--- src/rtl/approx_mul_seq.sv ---
`default_nettype none
// ============================================================================
// Module   : approx_mul_seq
// Purpose  : Sequential unsigned WIDTH x WIDTH multiplier that accumulates one
//            2x2-bit digit tile per cycle. Optionally replaces the tiles of the
//            APPROX_DIGITS lowest digit weights with a cheap approximate tile.
// Ports    : clk, rst_n (async, active low)
//            in_valid/in_ready, a, b, approx_en : operand handshake
//            out_valid/out_ready, p             : product handshake
//            busy                               : high whenever not IDLE
// Revision : 1.0 - initial release
// ============================================================================
module approx_mul_seq #(
    parameter int WIDTH         = 8,
    parameter int APPROX_DIGITS = WIDTH / 2
) (
    input  logic                 clk,
    input  logic                 rst_n,
    input  logic                 in_valid,
    output logic                 in_ready,
    input  logic [WIDTH-1:0]     a,
    input  logic [WIDTH-1:0]     b,
    input  logic                 approx_en,
    output logic                 out_valid,
    input  logic                 out_ready,
    output logic [2*WIDTH-1:0]   p,
    output logic                 busy
);

    localparam int c_DIGITS = WIDTH / 2;
    localparam int c_IW     = (c_DIGITS > 1) ? $clog2(c_DIGITS) : 1;
    localparam int c_PW     = 2 * WIDTH;
    localparam logic [c_IW-1:0] c_LAST   = c_IW'(c_DIGITS - 1);
    localparam logic [c_IW:0]   c_APPROX = (c_IW + 1)'(APPROX_DIGITS);

    typedef enum logic [1:0] {
        ST_IDLE = 2'd0,
        ST_CALC = 2'd1,
        ST_DONE = 2'd2
    } state_t;

    state_t             state_q, state_d;
    logic [WIDTH-1:0]   a_q, a_d;
    logic [WIDTH-1:0]   b_q, b_d;
    logic               approx_q, approx_d;
    logic [c_PW-1:0]    acc_q, acc_d;
    logic [c_PW-1:0]    p_q, p_d;
    // Tile counter split into digit indices: j outer, i inner.
    logic [c_IW-1:0]    i_q, i_d;
    logic [c_IW-1:0]    j_q, j_d;

    logic [c_IW:0]      w_dsum;
    logic [1:0]         w_x;
    logic [1:0]         w_y;
    logic [3:0]         w_tile_exact;
    logic [3:0]         w_tile_approx;
    logic [3:0]         w_tile;
    logic [c_PW-1:0]    w_tile_wide;
    logic [c_PW-1:0]    w_acc_next;

    // ------------------------------------------------------------------
    // Tile datapath
    // ------------------------------------------------------------------
    assign w_dsum       = {1'b0, i_q} + {1'b0, j_q};
    assign w_x          = a_q[{i_q, 1'b0} +: 2];
    assign w_y          = b_q[{j_q, 1'b0} +: 2];
    assign w_tile_exact = {2'b00, w_x} * {2'b00, w_y};

    // Approximate tile drops the x1&y0 partial product; two pairs are
    // patched back so only 3x1 and 2x3 remain inexact.
    always_comb begin
        w_tile_approx = {1'b0, w_x[1] & w_y[1], w_x[0] & w_y[1], w_x[0] & w_y[0]};
        if (w_x == 2'd3 && w_y == 2'd3) begin
            w_tile_approx = 4'd9;
        end else if (w_x == 2'd2 && w_y == 2'd1) begin
            w_tile_approx = 4'd2;
        end
    end

    assign w_tile      = (approx_q && (w_dsum < c_APPROX)) ? w_tile_approx : w_tile_exact;
    assign w_tile_wide = {{(c_PW-4){1'b0}}, w_tile} << {w_dsum, 1'b0};
    assign w_acc_next  = acc_q + w_tile_wide;

    // ------------------------------------------------------------------
    // Next-state logic
    // ------------------------------------------------------------------
    always_comb begin
        state_d  = state_q;
        a_d      = a_q;
        b_d      = b_q;
        approx_d = approx_q;
        acc_d    = acc_q;
        p_d      = p_q;
        i_d      = i_q;
        j_d      = j_q;

        case (state_q)
            ST_IDLE: begin
                if (in_valid) begin
                    a_d      = a;
                    b_d      = b;
                    approx_d = approx_en;
                    acc_d    = '0;
                    i_d      = '0;
                    j_d      = '0;
                    // A zero operand makes every tile zero; skip straight
                    // to the hand-off with a zero product.
                    if (a == '0 || b == '0) begin
                        state_d = ST_DONE;
                        p_d     = '0;
                    end else begin
                        state_d = ST_CALC;
                    end
                end
            end
            ST_CALC: begin
                acc_d = w_acc_next;
                if (i_q == c_LAST) begin
                    i_d = '0;
                    if (j_q == c_LAST) begin
                        state_d = ST_DONE;
                        p_d     = w_acc_next;
                    end else begin
                        j_d = j_q + c_IW'(1);
                    end
                end else begin
                    i_d = i_q + c_IW'(1);
                end
            end
            ST_DONE: begin
                if (out_ready) begin
                    state_d = ST_IDLE;
                end
            end
            default: begin
                state_d = ST_IDLE;
            end
        endcase
    end

    // ------------------------------------------------------------------
    // State registers
    // ------------------------------------------------------------------
    always_ff @(posedge clk or negedge rst_n) begin
        if (!rst_n) begin
            state_q  <= ST_IDLE;
            a_q      <= '0;
            b_q      <= '0;
            approx_q <= 1'b0;
            acc_q    <= '0;
            p_q      <= '0;
            i_q      <= '0;
            j_q      <= '0;
        end else begin
            state_q  <= state_d;
            a_q      <= a_d;
            b_q      <= b_d;
            approx_q <= approx_d;
            acc_q    <= acc_d;
            p_q      <= p_d;
            i_q      <= i_d;
            j_q      <= j_d;
        end
    end

    assign in_ready  = (state_q == ST_IDLE);
    assign out_valid = (state_q == ST_DONE);
    assign busy      = (state_q != ST_IDLE);
    assign p         = p_q;

endmodule
`default_nettype wire

--- config.mk ---
export PLATFORM = sky130hd
export DESIGN_NAME = approx_mul_seq
export DESIGN_NICKNAME = d
export VERILOG_FILES = /design/src/rtl/approx_mul_seq.sv
export SDC_FILE = /design/constraint.sdc
export NUM_CORES = 1
export LEC_CHECK = 0
export ABC_AREA = 1
export CORE_MARGIN = 2
export CORE_UTILIZATION = 30
export CTS_BUF_LIST = sky130_fd_sc_hd__clkbuf_16
export CTS_CLUSTER_SIZE = 12
export DETAILED_ROUTE_END_ITERATION = 10
export GPL_ROUTABILITY_DRIVEN = 0
export PLACE_DENSITY = 0.55
export SLEW_MARGIN = 0
export SYNTH_ARGS = -nofsm -noshare
export SYNTH_HDL_FRONTEND = slang
export SYNTH_SLANG_ARGS = --single-unit
--- constraint.sdc ---
create_clock -name clk -period 3.3 [get_ports clk]
set_input_delay 0.825 -clock clk [delete_from_list [all_inputs] [get_ports clk]]
set_output_delay 0.825 -clock clk [all_outputs]
set_load 0.02 [all_outputs]
# --- Word level (Yosys, flattened, before mapping) ---
# Index checks and enable logic that the tools add are counted.
totals:
  register_bits: 55
  inputBits: 21
  out_inout_bits: 19
  wordCells: 70
classes:
  add_sub_neg: 4
  multipliers: 1
  order_cmp: 1
  eq_ne: 14
  shift: 3
  mux: 22
  n_bitwise: 3
  reduce_logical: 14
ops:
  columns: ["operator", "count"]
  rows:
  - ["two-way mux 16 bit", 5]
  - ["case mux 16 bit (2 select lines)", 2]
  - ["two-way mux 2 bit", 9]
  - ["adder 16 bit", 1]
  - ["zero test 8 bit", 2]
  - ["variable part select 8 x 4 -> 2 bit", 2]
  - ["<< shifter 4 x 4 -> 16 bit", 1]
  - ["== test 2 bit (second input constant)", 6]
  - ["two-way mux 4 bit", 2]
  - ["inequality test 2 bit (second input constant)", 4]
  - ["case mux 2 bit (2 select lines)", 2]
  - ["AND reduction 4 bit", 2]
  - ["case mux 2 bit (3 select lines)", 1]
  - ["AND reduction 5 bit", 1]
  - ["adder 2 x 1 -> 2 bit (second input constant)", 2]
  - ["== test 2 x 1 -> 1 bit (second input constant)", 2]
  - ["multiplier 2 x 2 -> 4 bit", 1]
  - ["inequality test 2 x 1 -> 1 bit (second input constant)", 2]
  - ["AND reduction 2 bit", 2]
  - ["nonzero test 2 bit", 2]
  - ["adder 2 x 2 -> 3 bit", 1]
  - ["AND 1 bit", 3]
  - ["logical AND 1 bit", 3]
  - ["less-than comparator 3 bit (second input constant)", 1]
  - ["3 further kinds", 3]

# --- Logic depth before layout (Yosys ltp) ---
logic_depth:
  depth_word: 11
  ltp_mapped: 28
  ltp_nobuf: 28

# --- Worst setup path after synthesis ---
# OpenSTA, ideal clock, no wires.
synth_timing:
  path_type: "reg2reg"
  start: "reg i_q[0]"
  end: "reg p_q[12] (netlist: p[12])"
  setup_ps: 134
  arrival_ps: 3211
  required_ps: 3166
  slack_ps: -45
  stages_incl_launch_ff: 27
  n_path_buf: 1
  synth_period_minus_slack_ps: 3345
  cell_sequence: "dfrtp_1 ha_1 fa_1 buf_4 inv_2 nand2_1 nor2_2 nand2_2 nand2_1 nand2_1 nor2_1 inv_1 nor2_2 inv_1 fa_1 inv_1 nand3_1 nand2_1 nand4_1 nand2_1 nand3_1 nand3b_1 nand2_1 nand2_1 a21oi_1 o21ai_0 o21ai_0"
synth_via:
  elab_chain_cells: 11
  word_cells_on_any_way: 23
  cone_classes: "add/sub (2); mul (1); order compare (1); eq/ne (4); shift (2); mux (6); bitwise (3); reduce/logical (4)"
synth_lines:
  columns: ["item", "line_no", "text"]
  rows:
  - ["from (decl)", "49", "logic [c_IW-1:0] i_q, i_d;"]
  - ["from (signal assigned)", "161", "i_q <= i_d;"]
  - ["parallel branches: the longest is 11 deep, another holds adder 16 bit", null, null]
  - ["to (signal assigned)", "160", "p_q <= p_d;"]
  - ["to (decl)", "47", "logic [c_PW-1:0] p_q, p_d;"]
# Several ways; the timed one is not identified. The select of a mux whose other input is x is not followed.
# A chain may end at the register's enable or synchronous reset.

# --- Worst setup path after layout ---
layout_timing:
  start: "reg j_q[0]"
  end: "reg p_q[6] (netlist: p[6])"
layout_via:
  elab_chain_cells: 11
  word_cells_on_any_way: 23
  cone_classes: "add/sub (2); mul (1); order compare (1); eq/ne (4); shift (2); mux (6); bitwise (3); reduce/logical (4)"
layout_lines:
  columns: ["item", "line_no", "text"]
  rows:
  - ["from (decl)", "50", "logic [c_IW-1:0] j_q, j_d;"]
  - ["from (signal assigned)", "162", "j_q <= j_d;"]
  - ["parallel branches: the longest is 11 deep, another holds adder 16 bit", null, null]
# Several ways; the timed one is not identified. The select of a mux whose other input is x is not followed.

==> out/qor.csv <==
metric,value,unit
outcome,"complete, but fails checks",
failing checks,setup timing,
"commonest cells after routing, fill and taps aside","nand2_1 (137), buf_4 (56), dfrtp_1 (53)",
clock-pin slew of the registers on the worst-case setup and hold paths,70,ps
Synth cell types,39,
"top cells by area, synth","dfrtp_1 (41%), nand2_1 (17%), ha_1 (7.4%)",
hold path depth,2,
largest net degree at the start of global routing,40,
Synth Area in XOR/XNOR,0,%
WP data required,3520,ps
Place WS,-229,ps
drt wl/cell,12.7,um
vias in the first global route,3192,
top-level I/O count,40,
Post-Synth Simple-Gate Area,31.9,%
total chip power,4.97,mW
CP startpoint,j_q[0],
post-synthesis area per instance,7.50,um^2
peak supply drop,0.000339,V
Synth Area in Compound Gates,12.7,%
post-synthesis cell type with the largest combined area,dfrtp_1,
top cell type's share of synthesized area,40.5,%
overall routing resource usage,15.4,%
Finish-stage setup viols,3,
hpwl dp,6130,um
first-pass GRT wire length,14500,um
worst slew pin tran,913,ps
CP Max Fanout,6,
Antenna Violating Nets Remaining,0,
worst hold margin,479,ps
Layout area overhead,41.7,%
CP Launch Type,flop,
CTS root buffer,clkbuf_16,
critical path class,reg -> reg,
area taken by flip-flops and latches,1380,um^2
Cell Rows,38,
Inserted Clock Buffers,5,
Die Wd,110,um
drt total wl,8780,um
vias per cell,4.65,
mux cell area share after synthesis,0,%
Syn Inst Count,453,
1st-pass router iterations,5,
Hold Path Class,reg -> reg,
die area,12200,um^2
core area,10900,um^2
PD cells,1030,nW/um^2
die height,110,um
R2R cell count,25,
Max Slew Vio Count,0,
clk sinks,55,
Final Hold Viols,0,
worst rel slew slack,39.2,%
Via Count,3207,
setup TNS,-60.8,ps
crit end category,flop,
Synthesized Nets,496,
Layout Cells excl Fill,689,
# placed instances,667,
Tcrit/Tclk final,101,%
CTS tree,built,
combinational family with the most area after synthesis,simple AND/OR/NAND/NOR gates,
FMAX,300,MHz
H-tree depth,2,
Worst-Skew Late Latency,300,ps
"commonest non-fill, non-tap cell in the layout",nand2_1,
grt ovf,0,
Starting Density,31.1,%
multi-input logic area,2080,um^2
Leak Pwr,2.41,nW
port bufs,39,
n_diodes,0,
"Seq/Total Area, Yosys",40.5,%
nets,593,
hold path startpoint,a_q[1],
Synthesis Warnings,0,
max-cap viol count,0,
Crit Reg-Reg Startpoint,j_q[0],
WP data arrival,3560,ps
initial antenna violation count,0,
fill cell count,1112,
drt first-iter violations,116,
Syn Std Cell Area,3400,um^2
share of cells above drive strength 1,29.3,%
drt drc,0,
skew final,9.40,ps
#FFs+latches synth,55,
Longest Clk Path Bufs,2,
Final min period,3340,ps
Post-Synth Adder-Cell Area,8.55,%
final setup margin,-37.4,ps
unrepaired setup endpoints after global routing,true,
[per-stage QoR]
stage	util, %	area (um^2)
6_report	44.0	4810
5_1_grt	44.0	4810
4_1_cts	42.0	4590
3_5_place_dp	38.9	4260
3_3_place_gp	38.9	4260
2_1_floorplan	-	3400
[final timing paths]
kind	endpoint	slack, ps
max	p[6]	-40
max in group asynchronous	j_q[0]	1920
max reg2reg	p[6]	-40
min in group asynchronous	p[5]	660
min reg2reg	a_q[1]	480
min	a_q[1]	480
[cells by family after synthesis]
logic type | count (synthesis)
AOI/OAI and AO/OA | 77
adders and majority gates | 22
buffers and inverters | 54
DFF | 55
and+or+nand+nor | 245
[final cells by class]
| class | count | share of cell area, % |
|---|---|---|
| multi-input cells | 344 | 43.2 |
| flip-flops and latches | 55 | 28.7 |
| repair buffers | 102 | 18.4 |
| well taps | 140 | 3.64 |
| inverters | 42 | 3.43 |
| clock buffers | 5 | 2.60 |
| clock inverters | 1 | 0.0780 |
[critical path, stage by stage, from the launching register on]
cell and delay, ps:
dfrtp_2 470, buf_6 150, nand2_2 40, nand2_1 50, nand2_1 60, nand2_2 70
nand2_2 60, inv_2 40, ha_4 160, ha_4 260, o21ai_4 60, nand2_2 70
o21ai_2 70, or2_1 240, nor2_1 110, ha_1 290, nand3_2 100, nand2_2 60
buf_4 130, buf_4 130, nand2_1 50, nand2_1 60, a21oi_2 150, o21ai_1 70
a21o_1 180, o21ai_0 140
[power by group]
group          total [mW]  switching (mW)  internal [mW]  leakage, nW
clock network       0.513           0.242          0.271       0.0669
logic                3.31            1.79           1.53         1.62
registers            1.14           0.201          0.943        0.722
total                4.97            2.23           2.74         2.41
[cells in the mapped netlist (all sizes together)]
cell type / count
o21ai: 40
a21o: 1
fa: 2
clkinv: 1
a31oi: 2
a21boi: 1
nor2: 27
o21a: 2
nand3: 34
o22ai: 1
or2: 4
o31ai: 2
inv: 41
o32ai: 2
a22o: 1
buf: 8
ha: 20
a21oi: 24
nor3: 2
nand4: 4
nor4: 4
nand2: 167
clkbuf: 4
dfrtp: 55
and2: 1
a211oi: 1
nand3b: 2
[layer usage]
metal  up-vias  GRT usage, %  share of wire [%]
met3         9          3.00                3.2
met1      1468          18.3                 45
met5         -             0                  0
met4         0          4.55                1.4
met2        47          27.8                 50
li1       1683             -                  -
[state kept, by name (all words and copies together), names as in the netlist]
register / flops
i_q: 2
acc_q: 16
p: 16
approx_q: 1
j_q: 2
b_q: 8
a_q: 8
state_q: 2
[repair_timing]
| item | 4_1_cts | 5_1_grt |
|---|---|---|
| pin swaps | 29 | 42 |
| hold buffers | 0 | 0 |
| hold endpoints to repair | 0 | 0 |
| cloned | 0 | 0 |
| buffers inserted | 10 | 7 |
| setup endpoints to repair | 18 | 23 |
| gates resized for setup | 45 | 44 |
Note: power is estimated with default switching activity, not from simulation.
